### src/rtl/du_dump_sequencer_if.sv
// Bus bundle between the dump sequencer and its surroundings (debug_unit trigger,
// UART TX handshake, data-path debug read ports).
//   master : sequencer side (drives o_*, samples i_*)
//   slave  : environment side (drives i_*, samples o_*)
interface du_dump_sequencer_if #(
  parameter int unsigned BYTE    = 8,
  parameter int unsigned DWORD   = 32,
  parameter int unsigned RB_ADDR = 5,
  parameter int unsigned DM_ADDR = 5
);
  logic               i_start;
  logic               i_tx_done;
  logic [DWORD-1:0]   i_pc_value;
  logic [DWORD-1:0]   i_rb_data;
  logic [DWORD-1:0]   i_dm_data;
  logic [RB_ADDR-1:0] o_rb_addr;
  logic               o_rb_read_enable;
  logic [DM_ADDR-1:0] o_dm_addr;
  logic               o_dm_read_enable;
  logic               o_dm_du_flag;
  logic [BYTE-1:0]    o_tx_data;
  logic               o_tx_start;
  logic               o_busy;
  logic               o_done;

  modport master (
    input  i_start, i_tx_done, i_pc_value, i_rb_data, i_dm_data,
    output o_rb_addr, o_rb_read_enable, o_dm_addr, o_dm_read_enable,
           o_dm_du_flag, o_tx_data, o_tx_start, o_busy, o_done
  );

  modport slave (
    output i_start, i_tx_done, i_pc_value, i_rb_data, i_dm_data,
    input  o_rb_addr, o_rb_read_enable, o_dm_addr, o_dm_read_enable,
           o_dm_du_flag, o_tx_data, o_tx_start, o_busy, o_done
  );
endinterface

### src/rtl/du_dump_sequencer.sv
// Post-halt state dump: PC, then every register-bank word, then every data-memory
// word, each sent as 4 bytes MSB first over the UART TX start/done handshake.
// Ports:
//   i_clock, i_reset : clock, asynchronous active-low reset
//   bus (master)     : i_start trigger, UART TX start/data/done, register-bank and
//                      data-memory debug read ports, o_busy / o_done status
// All outputs are registered: each transition loads the outputs of the state
// being entered.
module du_dump_sequencer #(
  parameter int unsigned BYTE    = 8,
  parameter int unsigned DWORD   = 32,
  parameter int unsigned RB_ADDR = 5,
  parameter int unsigned DM_ADDR = 5
) (
  input  logic                i_clock,
  input  logic                i_reset,
  du_dump_sequencer_if.master bus
);

  localparam int unsigned BCNT_W = 2;
  localparam logic [BCNT_W-1:0]  LAST_BYTE = BCNT_W'(DWORD / BYTE - 1);
  localparam logic [RB_ADDR-1:0] RB_MAX    = '1;
  localparam logic [DM_ADDR-1:0] DM_MAX    = '1;

  typedef enum logic [3:0] {
    IDLE, PC_LOAD, RB_REQ, RB_WAIT, DM_REQ, DM_WAIT, SEND, WAIT_TX, DONE
  } state_e;

  typedef enum logic [1:0] { PH_PC, PH_RB, PH_DM } phase_e;

  state_e             state_q;
  phase_e             phase_q;
  logic [DWORD-1:0]   shift_q;
  logic [BCNT_W-1:0]  byte_cnt_q;
  logic [RB_ADDR-1:0] rb_cnt_q;
  logic [DM_ADDR-1:0] dm_cnt_q;

  // Sequencer FSM with registered outputs
  always_ff @(posedge i_clock or negedge i_reset) begin
    if (!i_reset) begin
      state_q              <= IDLE;
      phase_q              <= PH_PC;
      shift_q              <= '0;
      byte_cnt_q           <= '0;
      rb_cnt_q             <= '0;
      dm_cnt_q             <= '0;
      bus.o_rb_addr        <= '0;
      bus.o_rb_read_enable <= 1'b0;
      bus.o_dm_addr        <= '0;
      bus.o_dm_read_enable <= 1'b0;
      bus.o_dm_du_flag     <= 1'b0;
      bus.o_tx_data        <= '0;
      bus.o_tx_start       <= 1'b0;
      bus.o_busy           <= 1'b0;
      bus.o_done           <= 1'b0;
    end else begin
      bus.o_tx_start <= 1'b0;
      bus.o_done     <= 1'b0;
      case (state_q)
        IDLE: begin
          if (bus.i_start) begin
            state_q    <= PC_LOAD;
            bus.o_busy <= 1'b1;
          end
        end
        PC_LOAD: begin
          shift_q        <= bus.i_pc_value;
          byte_cnt_q     <= '0;
          phase_q        <= PH_PC;
          state_q        <= SEND;
          bus.o_tx_start <= 1'b1;
          bus.o_tx_data  <= bus.i_pc_value[DWORD-1 -: BYTE];
        end
        RB_REQ: state_q <= RB_WAIT;
        // Read data is valid one cycle after the address, i.e. in this state
        RB_WAIT: begin
          shift_q              <= bus.i_rb_data;
          byte_cnt_q           <= '0;
          state_q              <= SEND;
          bus.o_rb_read_enable <= 1'b0;
          bus.o_tx_start       <= 1'b1;
          bus.o_tx_data        <= bus.i_rb_data[DWORD-1 -: BYTE];
        end
        DM_REQ: state_q <= DM_WAIT;
        DM_WAIT: begin
          shift_q              <= bus.i_dm_data;
          byte_cnt_q           <= '0;
          state_q              <= SEND;
          bus.o_dm_read_enable <= 1'b0;
          bus.o_tx_start       <= 1'b1;
          bus.o_tx_data        <= bus.i_dm_data[DWORD-1 -: BYTE];
        end
        // i_tx_done is deliberately not looked at here
        SEND: state_q <= WAIT_TX;
        WAIT_TX: begin
          if (bus.i_tx_done) begin
            shift_q    <= shift_q << BYTE;
            byte_cnt_q <= byte_cnt_q + BCNT_W'(1);
            if (byte_cnt_q != LAST_BYTE) begin
              state_q        <= SEND;
              bus.o_tx_start <= 1'b1;
              bus.o_tx_data  <= shift_q[DWORD-BYTE-1 -: BYTE];
            end else begin
              case (phase_q)
                PH_PC: begin
                  phase_q              <= PH_RB;
                  rb_cnt_q             <= '0;
                  bus.o_rb_addr        <= '0;
                  bus.o_rb_read_enable <= 1'b1;
                  state_q              <= RB_REQ;
                end
                PH_RB: begin
                  if (rb_cnt_q != RB_MAX) begin
                    rb_cnt_q             <= rb_cnt_q + RB_ADDR'(1);
                    bus.o_rb_addr        <= rb_cnt_q + RB_ADDR'(1);
                    bus.o_rb_read_enable <= 1'b1;
                    state_q              <= RB_REQ;
                  end else begin
                    phase_q              <= PH_DM;
                    dm_cnt_q             <= '0;
                    bus.o_dm_addr        <= '0;
                    bus.o_dm_read_enable <= 1'b1;
                    bus.o_dm_du_flag     <= 1'b1;
                    state_q              <= DM_REQ;
                  end
                end
                default: begin
                  if (dm_cnt_q != DM_MAX) begin
                    dm_cnt_q             <= dm_cnt_q + DM_ADDR'(1);
                    bus.o_dm_addr        <= dm_cnt_q + DM_ADDR'(1);
                    bus.o_dm_read_enable <= 1'b1;
                    state_q              <= DM_REQ;
                  end else begin
                    bus.o_dm_du_flag <= 1'b0;
                    bus.o_done       <= 1'b1;
                    state_q          <= DONE;
                  end
                end
              endcase
            end
          end
        end
        DONE: begin
          state_q    <= IDLE;
          bus.o_busy <= 1'b0;
        end
        default: state_q <= IDLE;
      endcase
    end
  end

endmodule

### src/flat_wrapper.sv
// flat-port wrapper written by rule: the top's interface ports become plain ports
module du_dump_sequencer_flat 
#(
  parameter int unsigned BYTE    = 8,
  parameter int unsigned DWORD   = 32,
  parameter int unsigned RB_ADDR = 5,
  parameter int unsigned DM_ADDR = 5
)
  (i_clock, i_reset, bus_i_start, bus_i_tx_done, bus_i_pc_value, bus_i_rb_data, bus_i_dm_data, bus_o_rb_addr, bus_o_rb_read_enable, bus_o_dm_addr, bus_o_dm_read_enable, bus_o_dm_du_flag, bus_o_tx_data, bus_o_tx_start, bus_o_busy, bus_o_done);
  du_dump_sequencer_if #(.BYTE(BYTE), .DWORD(DWORD), .RB_ADDR(RB_ADDR), .DM_ADDR(DM_ADDR)) bus_i ();
  input  logic i_clock;
  input  logic i_reset;
  input wire logic [$bits(bus_i.i_start)-1:0] bus_i_start;
  input wire logic [$bits(bus_i.i_tx_done)-1:0] bus_i_tx_done;
  input wire logic [$bits(bus_i.i_pc_value)-1:0] bus_i_pc_value;
  input wire logic [$bits(bus_i.i_rb_data)-1:0] bus_i_rb_data;
  input wire logic [$bits(bus_i.i_dm_data)-1:0] bus_i_dm_data;
  output wire logic [$bits(bus_i.o_rb_addr)-1:0] bus_o_rb_addr;
  output wire logic [$bits(bus_i.o_rb_read_enable)-1:0] bus_o_rb_read_enable;
  output wire logic [$bits(bus_i.o_dm_addr)-1:0] bus_o_dm_addr;
  output wire logic [$bits(bus_i.o_dm_read_enable)-1:0] bus_o_dm_read_enable;
  output wire logic [$bits(bus_i.o_dm_du_flag)-1:0] bus_o_dm_du_flag;
  output wire logic [$bits(bus_i.o_tx_data)-1:0] bus_o_tx_data;
  output wire logic [$bits(bus_i.o_tx_start)-1:0] bus_o_tx_start;
  output wire logic [$bits(bus_i.o_busy)-1:0] bus_o_busy;
  output wire logic [$bits(bus_i.o_done)-1:0] bus_o_done;
  assign bus_i.i_start = bus_i_start;
  assign bus_i.i_tx_done = bus_i_tx_done;
  assign bus_i.i_pc_value = bus_i_pc_value;
  assign bus_i.i_rb_data = bus_i_rb_data;
  assign bus_i.i_dm_data = bus_i_dm_data;
  assign bus_o_rb_addr = bus_i.o_rb_addr;
  assign bus_o_rb_read_enable = bus_i.o_rb_read_enable;
  assign bus_o_dm_addr = bus_i.o_dm_addr;
  assign bus_o_dm_read_enable = bus_i.o_dm_read_enable;
  assign bus_o_dm_du_flag = bus_i.o_dm_du_flag;
  assign bus_o_tx_data = bus_i.o_tx_data;
  assign bus_o_tx_start = bus_i.o_tx_start;
  assign bus_o_busy = bus_i.o_busy;
  assign bus_o_done = bus_i.o_done;
  du_dump_sequencer #(.BYTE(BYTE), .DWORD(DWORD), .RB_ADDR(RB_ADDR), .DM_ADDR(DM_ADDR)) u_core (.i_clock(i_clock), .i_reset(i_reset), .bus(bus_i));
endmodule
### config.mk
export PLATFORM = sky130hd
export DESIGN_NAME = du_dump_sequencer_flat
export DESIGN_NICKNAME = d
export VERILOG_FILES = /design/src/rtl/du_dump_sequencer_if.sv /design/src/rtl/du_dump_sequencer.sv /design/src/flat_wrapper.sv
export SDC_FILE = /design/constraint.sdc
export NUM_CORES = 1
export LEC_CHECK = 0
export BUFFER_PORTS_ARGS = -buffer_cell sky130_fd_sc_hd__buf_4
export CAP_MARGIN = 10
export CORE_MARGIN = 1
export CORE_UTILIZATION = 53
export CTS_CLUSTER_DIAMETER = 30
export CTS_CLUSTER_SIZE = 8
export DETAILED_ROUTE_END_ITERATION = 8
export GPL_ROUTABILITY_DRIVEN = 0
export GPL_TIMING_DRIVEN = 0
export PLACE_DENSITY = 0.87
export SLEW_MARGIN = 20
export SYNTH_ARGS = -nofsm -noshare
export SYNTH_HDL_FRONTEND = slang
export SYNTH_SLANG_ARGS = --single-unit
### constraint.sdc
create_clock -name i_clock -period 3.7 [get_ports i_clock]
set_input_delay 0.925 -clock i_clock [delete_from_list [all_inputs] [get_ports i_clock]]
set_output_delay 0.925 -clock i_clock [all_outputs]
set_load 0.05 [all_outputs]
==> impl_metrics.tcl, run 1 <==
set metrics [dict create \
    yosys.cell_types.count 41 \
    critical_path_class "flop to flop" \
    vias_in_the_first_global_route 2965 \
    synth_area_sq_um 3100 \
    critPathMaxFanout 6 \
    report.final.setup_viol 0 \
    final_max_slew_viol_count 0 \
    post-route-period-util_pct 60.0 \
    clock_tree.buffer_depth 2 \
    cp_cell_sequence "ha_1 -> and3_1 -> ha_1 -> a21o_1 -> or4_1 -> buf_2 -> nor3b_2 -> a21o_1" \
    grt_max_degree 57 \
    cts_setup_buffers 0 \
    dp_hpwl_mm 6.77 \
    slew-limit-headroom_pct 53.4 \
    detailed_place.area_sq_um 4110 \
    placeableCoreArea_sq_um 5570 \
    synthesis.instances 347 \
    rsz0062_at_grt "false" \
    synth-seq-area-share_pct 45.2 \
    synth_largest_type_area_fraction_pct 45.2 \
    post_synthesis_area_per_instance_sq_um 8.94 \
    htree_num_levels 2 \
    detail_route.drc_violations 0 \
    finish.cell_count_without_fillers 549 \
    final_layout_size_suffix_gt1_share_pct 31.9 \
    post_synthesis_net_count 452 \
    dominantRegCellSynth "dfrtp_1" \
    routedWlPerCell_microns 16.3 \
    cts_repair_resize_count 0 \
    num_rows 27 \
    grt_pass1_wl_mm 14.1 \
    clock_sink_count 56 \
    tritoncts.num_buffers 5 \
    yosysTopAreaCell "dfrtp_1" \
    clock_skew_ps 7.68 \
    avgViaCountPerCell 6.01 \
    clk-insertion-delay-late_ps 320 \
    core_utilization_of_the_finished_layout_pct 75.5 \
    worst_setup_hold_path_clk_slew_ps 100 \
    flow.area_growth_from_synthesis_pct 35.6 \
    worst_supply_voltage_drop_on_vdd_mv 0.460 \
    fin_setup_tns_ps 0 \
    worst-slew-pin-transition_ps 700 \
    antenna_left 0 \
    die_area_sq_um 6160 \
    layout.nets 581 \
    cap_violations 0 \
    firstDrtPassIters 7 \
    worst-endpoint-required_ps 3970 \
    crit_arrival_ps 2490 \
    hold_buffer_count_at_cts 0 \
    hold_viol_final 0 \
    globalRouteTotalUtil_pct 29.4 \
    drt_iter0_markers 362 \
    mostFrequentLayoutCell "buf_4" \
    cpPeakStageDelay_ps 450 \
    initial_utilization_pct 55.7 \
    num_io_pins 124 \
    detail_route.wirelength_mm 8.95 \
    synth-async-reset-ratio_pct 100 \
    worstSetupEndpointType "flop" \
    synth-edff-count 0 \
    power_density_nw_per_um2 709 \
    status "complete, no violations" \
    totalPowerFinal_mw 2.98 \
    placedCellCount 541 \
    die_width_microns 78.5 \
    period_needed_ps 2220 \
    antenna_found_initial 0 \
    cts_root_buf "clkbuf_8" \
    timing.critical_path.slowest_stage_cell "dfrtp_1" \
    vert_die_dim_microns 78.5 \
    synth-warning-count 0 \
    via_count 3298 \
    kind_of_path_behind_the_tightest_hold_check "flop to flop" \
    antenna-diode-count 0 \
    portBuffers 122 \
    final_design_area_no_fill_sq_um 4210 \
    ys_ff_latch 56 \
    grt_remaining_overflow 0 \
    tritoncts "done" \
    post_synth_main_area_contributors "dfrtp_1 (45%), o21ai_0 (5.6%), a21oi_1 (5.3%)" \
    power.static_leakage_nw 2.03 \
    timing.critical_path.from_type "flop" \
    mostFrequentLayoutCells "buf_4 (122), dfrtp_1 (56), o21ai_0 (35)" \
    fmaxAchievable_mhz 450 \
]
[sequential cells by signal (all words and copies together) (netlist names), 2 cells and up]
register / flops
u_core.bus.o_dm_addr: 5
u_core.bus.o_tx_data: 8
u_core.state_q: 4
u_core.phase_q: 2
u_core.byte_cnt_q: 2
u_core.bus.o_rb_addr: 5
u_core.shift_q: 24
[final cells by class]
class	instances	area (sq um)
Fill cell	439	1370
Clock buffer	6	82.6
Inverter	17	63.8
Tap cell	72	90.1
Sequential cell	56	1400
Buffer	29	129
Timing Repair Buffer	122	916
Multi-Input combinational cell	245	1510
Clock inverter	2	15.0
[routing by layer]
layer	GRT usage [%]	wire length, microns	vias to the layer above
li1	-	-	1538
met1	40.8	3780	1559
met2	46.6	4260	180
met3	3.37	722	21
met4	11.9	185	0
met5	0	0	-
[stage by stage]
stage                     worst slack (ps)  hold WS, ps
after floorplan                       1400          450
after global placement                1430          464
after detailed placement              1370          471
after CTS                             1480          496
after global routing                  1360          529
final                                 1480          496
[Yosys cell counts, types with 8 or more instances]
master / number
inv_1: 17
dfrtp_1: 56
a22o_1: 11
a221oi_1: 8
nor2b_1: 20
nor2_1: 32
clkbuf_1: 10
o221ai_1: 13
a222oi_1: 11
buf_2: 16
o21ai_0: 35
nand2_1: 27
a21oi_1: 33
[power breakdown]
group | internal [mW] | total, mW | switching [mW]
clock network | 0.152 | 0.361 | 0.209
registers | 0.851 | 0.996 | 0.146
logic | 0.598 | 1.63 | 1.03
total | 1.60 | 2.98 | 1.38
[worst paths after layout]
kind,cells after the start,start,slack [ps],end
min,2,u_core.shift_q[13],500,u_core.shift_q[13]
min in group asynchronous,1,i_reset,640,u_core.shift_q[6]
max in group asynchronous,1,i_reset,2600,u_core.bus.o_rb_addr[0]
min reg2reg,2,u_core.shift_q[13],500,u_core.shift_q[13]
max reg2reg,8,u_core.bus.o_rb_addr[0],1480,u_core.bus.o_rb_addr[0]
max,8,u_core.bus.o_rb_addr[0],1480,u_core.bus.o_rb_addr[0]
[cells by family (layout without fill, tap and decap cells)]
group	Yosys count	count (layout)	synth area share, %
multiplexers	3	3	1.09
AND/OR/NAND/NOR	104	104	16.7
adder cells (fa/ha/maj)	5	5	2.02
flip-flops	56	56	45.2
buffers and inverters	46	176	6.21
AO/OA/AOI/OAI	133	133	28.8
[worst max-delay path, delay by kind of cell (launching register included)]
family | cells | cell delay [ps]
simple gates | 3 | 770
compound gates | 2 | 320
fa+ha+maj | 2 | 460
flops | 1 | 450
buf+inv | 1 | 180
(Power assumes the default switching activity.)
==> inputs of run 2 (changes only) <==
--- a/config.mk
+++ b/config.mk
@@ -8,13 +8,13 @@
 export BUFFER_PORTS_ARGS = -buffer_cell sky130_fd_sc_hd__buf_4
 export CAP_MARGIN = 10
 export CORE_MARGIN = 1
-export CORE_UTILIZATION = 53
+export CORE_UTILIZATION = 49
 export CTS_CLUSTER_DIAMETER = 30
 export CTS_CLUSTER_SIZE = 8
 export DETAILED_ROUTE_END_ITERATION = 8
 export GPL_ROUTABILITY_DRIVEN = 0
 export GPL_TIMING_DRIVEN = 0
-export PLACE_DENSITY = 0.87
+export PLACE_DENSITY = 0.82
 export SLEW_MARGIN = 20
 export SYNTH_ARGS = -nofsm -noshare
 export SYNTH_HDL_FRONTEND = slang
==> constraint.sdc (replaced) <==
create_clock -name i_clock -period 2.2 [get_ports i_clock]
set_input_delay 0.55 -clock i_clock [delete_from_list [all_inputs] [get_ports i_clock]]
set_output_delay 0.55 -clock i_clock [all_outputs]
set_load 0.05 [all_outputs]
==> run 2 against run 1 <==
Global-route usage decreased by 2.4 points. Total power increased by 69%. Via count decreased by 1.6%. Non-clock buffer count increased by 4. Largest power group unchanged. Cell area increased by 1.4%. Sequential share of layout area decreased by 0.39 points. Clock skew increased by 5.5 ps. Sequential power increased by 67%. Highest routed layer unchanged.
==> impl_metrics.tcl, run 2 (same netlist as run 1, synthesis figures left out) <==
set metrics [dict create \
    status "complete, no violations" \
    layout.nets 585 \
    avgViaCountPerCell 5.84 \
    antenna_left 0 \
    hold_buffer_count_at_cts 0 \
    dp_hpwl_mm 6.80 \
    portBuffers 122 \
    post-route-period-util_pct 96.4 \
    routedWlPerCell_microns 16.2 \
    worstReg2RegEnd "u_core.bus.o_rb_addr[0]" \
    detail_route.drc_violations 0 \
    final_layout_size_suffix_gt1_share_pct 33.7 \
    worst_supply_voltage_drop_on_vdd_mv 0.722 \
    tritoncts "done" \
    worst_setup_hold_path_clk_slew_ps 100 \
    mostFrequentLayoutCells "buf_4 (127), dfrtp_1 (54), o21ai_0 (35)" \
    critPathMaxFanout 6 \
    final.hold.worst_slack_ps 269 \
    cap_violations 0 \
    worst-endpoint-required_ps 2460 \
    largest_registers "u_core.shift_q: 24 flops, u_core.bus.o_tx_data: 8 flops" \
    fmaxAchievable_mhz 472 \
    grt_max_degree 57 \
    antenna_found_initial 0 \
    report.final.setup_viol 0 \
    htree_num_levels 2 \
    via_count 3246 \
    num_rows 28 \
    globalRouteTotalUtil_pct 26.9 \
    setup.reg_to_reg.worst_slack_ps 80 \
    vias_in_the_first_global_route 2844 \
    clock_sink_count 56 \
    totalPowerFinal_mw 5.04 \
    antenna-diode-count 0 \
    crit_arrival_ps 2380 \
    flow.area_growth_from_synthesis_pct 37.4 \
    worst_r2r_startpoint "u_core.bus.o_rb_addr[0]" \
    clock_skew_ps 13.2 \
    clk-insertion-delay-late_ps 320 \
    worst-slew-pin-transition_ps 714 \
    final_max_slew_viol_count 0 \
    initial_utilization_pct 51.5 \
    placeableCoreArea_sq_um 6030 \
    firstDrtPassIters 5 \
    grt_remaining_overflow 0 \
    drt_iter0_markers 291 \
    vert_die_dim_microns 81.6 \
    slew-limit-headroom_pct 52.4 \
    cells_on_worst_reg2reg_path 8 \
    power_density_nw_per_um2 1180 \
    worstSetupEndpointType "flop" \
    timing.critical_path.from_type "flop" \
    critical_path_class "flop to flop" \
    detail_route.wirelength_mm 8.99 \
    cts_root_buf "clkbuf_8" \
    die_area_sq_um 6650 \
    largest_register_ffs 24 \
    tritoncts.num_buffers 5 \
    hold_viol_final 0 \
    grt_pass1_wl_mm 13.5 \
    kind_of_path_behind_the_tightest_hold_check "input pin to asynchronous set/reset pin" \
    num_io_pins 124 \
    clock_tree.buffer_depth 2 \
    power.static_leakage_nw 2.04 \
    period_needed_ps 2120 \
    mostFrequentLayoutCell "buf_4" \
    die_width_microns 81.6 \
    max_flop_register "u_core.shift_q" \
]
-- run 2: cell count changes in the layout (fill, tap and decap cells not counted), sizes merged --
cell,before,now
buf,141,145
clkinv,0,1
clkbuf,16,15
-- run 2: through the flow --
stage                     setup WS [ps]  cell area [sq um]  cells  setup TNS (ps)  util, %
after floorplan                    13.8               3110    347               0        -
after global placement             52.4               4120    544               0     68.3
after detailed placement           16.5               4120    544               0     68.3
after CTS                          24.8               4210    552               0     69.9
after global routing              -30.7               4260    556           -30.7     70.8
final                              79.5               4260    556               0     70.8
-- run 2: what timing repair did --
action,CTS,global route
setup buffers,0,4
resized for setup,1,5
setup endpoints to repair,1,3
-- run 2: critical path, stage by stage (launching register included) --
cell and delay, ps:
dfrtp_2 420, ha_1 210, and3_4 190, ha_4 170
a21o_1 220, or4_4 410, buf_4 170, nor3b_2 180
a21o_1 100
-- run 2: final cells by class --
class                   instances  area, sq um
well taps                      75         93.8
flip-flops and latches         56         1400
repair buffers                126          946
fillers                       501         1760
clock inverters                 3         23.8
clock buffers                   5         68.8
inverters                      17         63.8
plain buffers                  29          131
multi-input cells             245         1530
-- run 2: routing by layer --
layer	track usage (%)	up-vias	share of wire [%]
met4	7.54	0	1.9
li1	-	1543	-
met5	0	-	0
met2	43.2	127	48
met1	36.4	1560	43
met3	6.22	16	6.8
-- run 2: worst max-delay path by stage --
stage                                  startpoint                 endpoint  slack (ps)
after global placement    u_core.bus.o_rb_addr[0]  u_core.bus.o_rb_addr[0]          50
final                     u_core.bus.o_rb_addr[0]  u_core.bus.o_rb_addr[0]          80
after floorplan           u_core.bus.o_rb_addr[0]  u_core.bus.o_rb_addr[0]          10
after CTS                 u_core.bus.o_rb_addr[0]  u_core.bus.o_rb_addr[0]          20
after global routing      u_core.bus.o_rb_addr[0]  u_core.bus.o_rb_addr[0]         -30
after detailed placement  u_core.bus.o_rb_addr[0]  u_core.bus.o_rb_addr[0]          20
-- run 2: power by group --
group,switching [mW],leakage (nW),internal (mW)
combinational,1.74,1.33,1.05
clock,0.366,0.0404,0.227
sequential,0.227,0.677,1.43
total,2.34,2.04,2.71
==> inputs of run 3 (changes only) <==
--- a/config.mk
+++ b/config.mk
@@ -8,13 +8,15 @@
 export BUFFER_PORTS_ARGS = -buffer_cell sky130_fd_sc_hd__buf_4
 export CAP_MARGIN = 10
 export CORE_MARGIN = 1
-export CORE_UTILIZATION = 49
+export CORE_UTILIZATION = 50
+export CTS_BUF_LIST = sky130_fd_sc_hd__clkbuf_8
 export CTS_CLUSTER_DIAMETER = 30
 export CTS_CLUSTER_SIZE = 8
 export DETAILED_ROUTE_END_ITERATION = 8
 export GPL_ROUTABILITY_DRIVEN = 0
 export GPL_TIMING_DRIVEN = 0
-export PLACE_DENSITY = 0.82
+export MAX_ROUTING_LAYER = met4
+export PLACE_DENSITY = 0.83
 export SLEW_MARGIN = 20
 export SYNTH_ARGS = -nofsm -noshare
 export SYNTH_HDL_FRONTEND = slang
==> run 3 against run 2 <==
Sequential power hardly changed. Register-to-register slack hardly changed. Count of clock-buffer cells in the layout stayed put. Worst setup slack better by 2.7 ps. Clock skew is 9.6 ps lower. Cell area is 0.88% lower. Via count is 0.55% lower. Clock power is 7.4% lower. Combinational power hardly changed. Utilization is 0.20 points higher. Non-clock buffer count is 3 lower. Largest power group unchanged. Highest routed layer unchanged.
==> impl_metrics.tcl, run 3 (same netlist as run 1, synthesis figures left out) <==
set metrics [dict create \
    dp_hpwl_mm 6.86 \
    final_max_slew_viol_count 0 \
    period_needed_ps 2120 \
    portBuffers 122 \
    fillCellCount 486 \
    htree_num_levels 2 \
    flow.area_growth_from_synthesis_pct 36.2 \
    power_density_nw_per_um2 1180 \
    num_io_pins 124 \
    drt_iter0_markers 278 \
    mostFrequentLayoutCells "buf_4 (124), dfrtp_1 (54), o21ai_0 (35)" \
    largest_register_ffs 24 \
    clock_skew_ps 3.52 \
    tritoncts "done" \
    timing.critical_path.slowest_stage_cell "dfrtp_2" \
    hold_viol_final 0 \
    vias_in_the_first_global_route 2962 \
    cp_cell_sequence "ha_1 -> and3_4 -> ha_4 -> a21o_1 -> or4_4 -> buf_4 -> nor3b_2 -> a21o_1" \
    detail_route.drc_violations 0 \
    cpPeakStageDelay_ps 440 \
    mostFrequentLayoutCell "buf_4" \
    placeableCoreArea_sq_um 5960 \
    antenna-diode-count 0 \
    die_width_microns 80.8 \
    layout.nets 582 \
    power.static_leakage_nw 2.03 \
    post-route-period-util_pct 96.3 \
    slew-limit-headroom_pct 53.2 \
    clk-insertion-delay-late_ps 320 \
    tritoncts.num_buffers 5 \
    worst-endpoint-required_ps 2460 \
    final_layout_size_suffix_gt1_share_pct 32.9 \
    num_rows 28 \
    critical_path_class "flop to flop" \
    fmaxAchievable_mhz 472 \
    clock_tree.buffer_depth 2 \
    cts_root_buf "clkbuf_8" \
    placedCellCount 544 \
    worstSetupEndpointType "flop" \
    globalRouteTotalUtil_pct 29.1 \
    worst_setup_hold_path_clk_slew_ps 90 \
    final.hold.worst_slack_ps 264 \
    grt_remaining_overflow 0 \
    grt_max_degree 57 \
    crit_arrival_ps 2380 \
    timing.critical_path.from_type "flop" \
    antenna_found_initial 0 \
    status "complete, no violations" \
    post-route-worst-setup-slack_ps 82.2 \
    critical-path-top-cell-by-count "a21o_1" \
    report.final.setup_viol 0 \
    avgViaCountPerCell 5.85 \
    firstDrtPassIters 5 \
    grt_pass1_wl_mm 13.9 \
    detail_route.wirelength_mm 9.14 \
    worst-slew-pin-transition_ps 702 \
    vert_die_dim_microns 80.8 \
    clock_sink_count 56 \
    antenna_left 0 \
    max_flop_register "u_core.shift_q" \
    cap_violations 0 \
    largest_registers "u_core.shift_q: 24 flops, u_core.bus.o_tx_data: 8 flops" \
    routedWlPerCell_microns 16.6 \
    kind_of_path_behind_the_tightest_hold_check "input pin to asynchronous set/reset pin" \
    placement.setup.worst_slack_ps 12.2 \
    die_area_sq_um 6520 \
    finish.cell_count_without_fillers 552 \
    core_utilization_of_the_finished_layout_pct 71.0 \
    worst_supply_voltage_drop_on_vdd_mv 0.780 \
    via_count 3228 \
    critPathMaxFanout 6 \
    initial_utilization_pct 52.1 \
]
run 3: layout make-up:
type                       instances  area (sq um)  share of cell area [%]
multi-input combinational        245          1530                    36.3
sequential                        56          1400                    33.2
tap                               75          93.8                    2.22
clock inverter                     2          8.76                   0.207
timing repair buffer             123           923                    21.8
buffer                            29           131                    3.11
clock buffer                       5          68.8                    1.63
inverter                          17          63.8                    1.51
run 3: worst max-delay path, delay by kind of cell, from the launching register on:
family | cells | cell delay [ps]
compound gates | 2 | 310
fa+ha+maj | 2 | 370
buf+inv | 1 | 170
flops | 1 | 440
simple gates | 3 | 780
run 3: metal layers:
layer / up-vias / share of wire [%] / global-route usage (%)
met5: - / 0 / -
met4: 0 / 1.8 / 9.82
met3: 16 / 6.5 / 4.16
met2: 148 / 49 / 45.8
met1: 1528 / 43 / 38.7
li1: 1536 / - / -
run 3: final timing paths:
| check | from | endpoint | slack (ps) | cells past startpoint |
|---|---|---|---|---|
| setup / recovery | u_core.bus.o_rb_addr[1] | u_core.bus.o_rb_addr[0] | 80 | 8 |
| hold / removal | i_reset | u_core.bus.o_dm_addr[0] | 260 | 1 |
| setup reg to reg | u_core.bus.o_rb_addr[1] | u_core.bus.o_rb_addr[0] | 80 | 8 |
| hold reg to reg | u_core.shift_q[23] | u_core.shift_q[23] | 510 | 2 |
| max in group asynchronous | i_reset | u_core.bus.o_rb_addr[1] | 1430 | 1 |
| min in group i_clock | bus_i_pc_value[7] | u_core.shift_q[7] | 500 | 3 |
run 3: timing repair:
action | CTS | global route
buffers inserted | 1 | 0
gates cloned | 0 | 0
endpoints found under the setup margin | 1 | 4
resized for setup | 0 | 6
hold buffers | 0 | 0
run 3: stage by stage:
step	TNS [ps]	area [sq um]	total power, mW
2_1_floorplan	0	3110	3.54
3_3_place_gp	0	4120	4.30
3_5_place_dp	0	4120	4.40
4_1_cts	0	4200	4.96
5_1_grt	-11.1	4230	5.33
6_report	0	4230	5.00
run 3: power breakdown:
part           total (mW)  switching (mW)  internal, mW
logic                2.78            1.76          1.02
clock network       0.549           0.336         0.213
registers            1.67           0.238          1.43
total                5.00            2.33          2.67
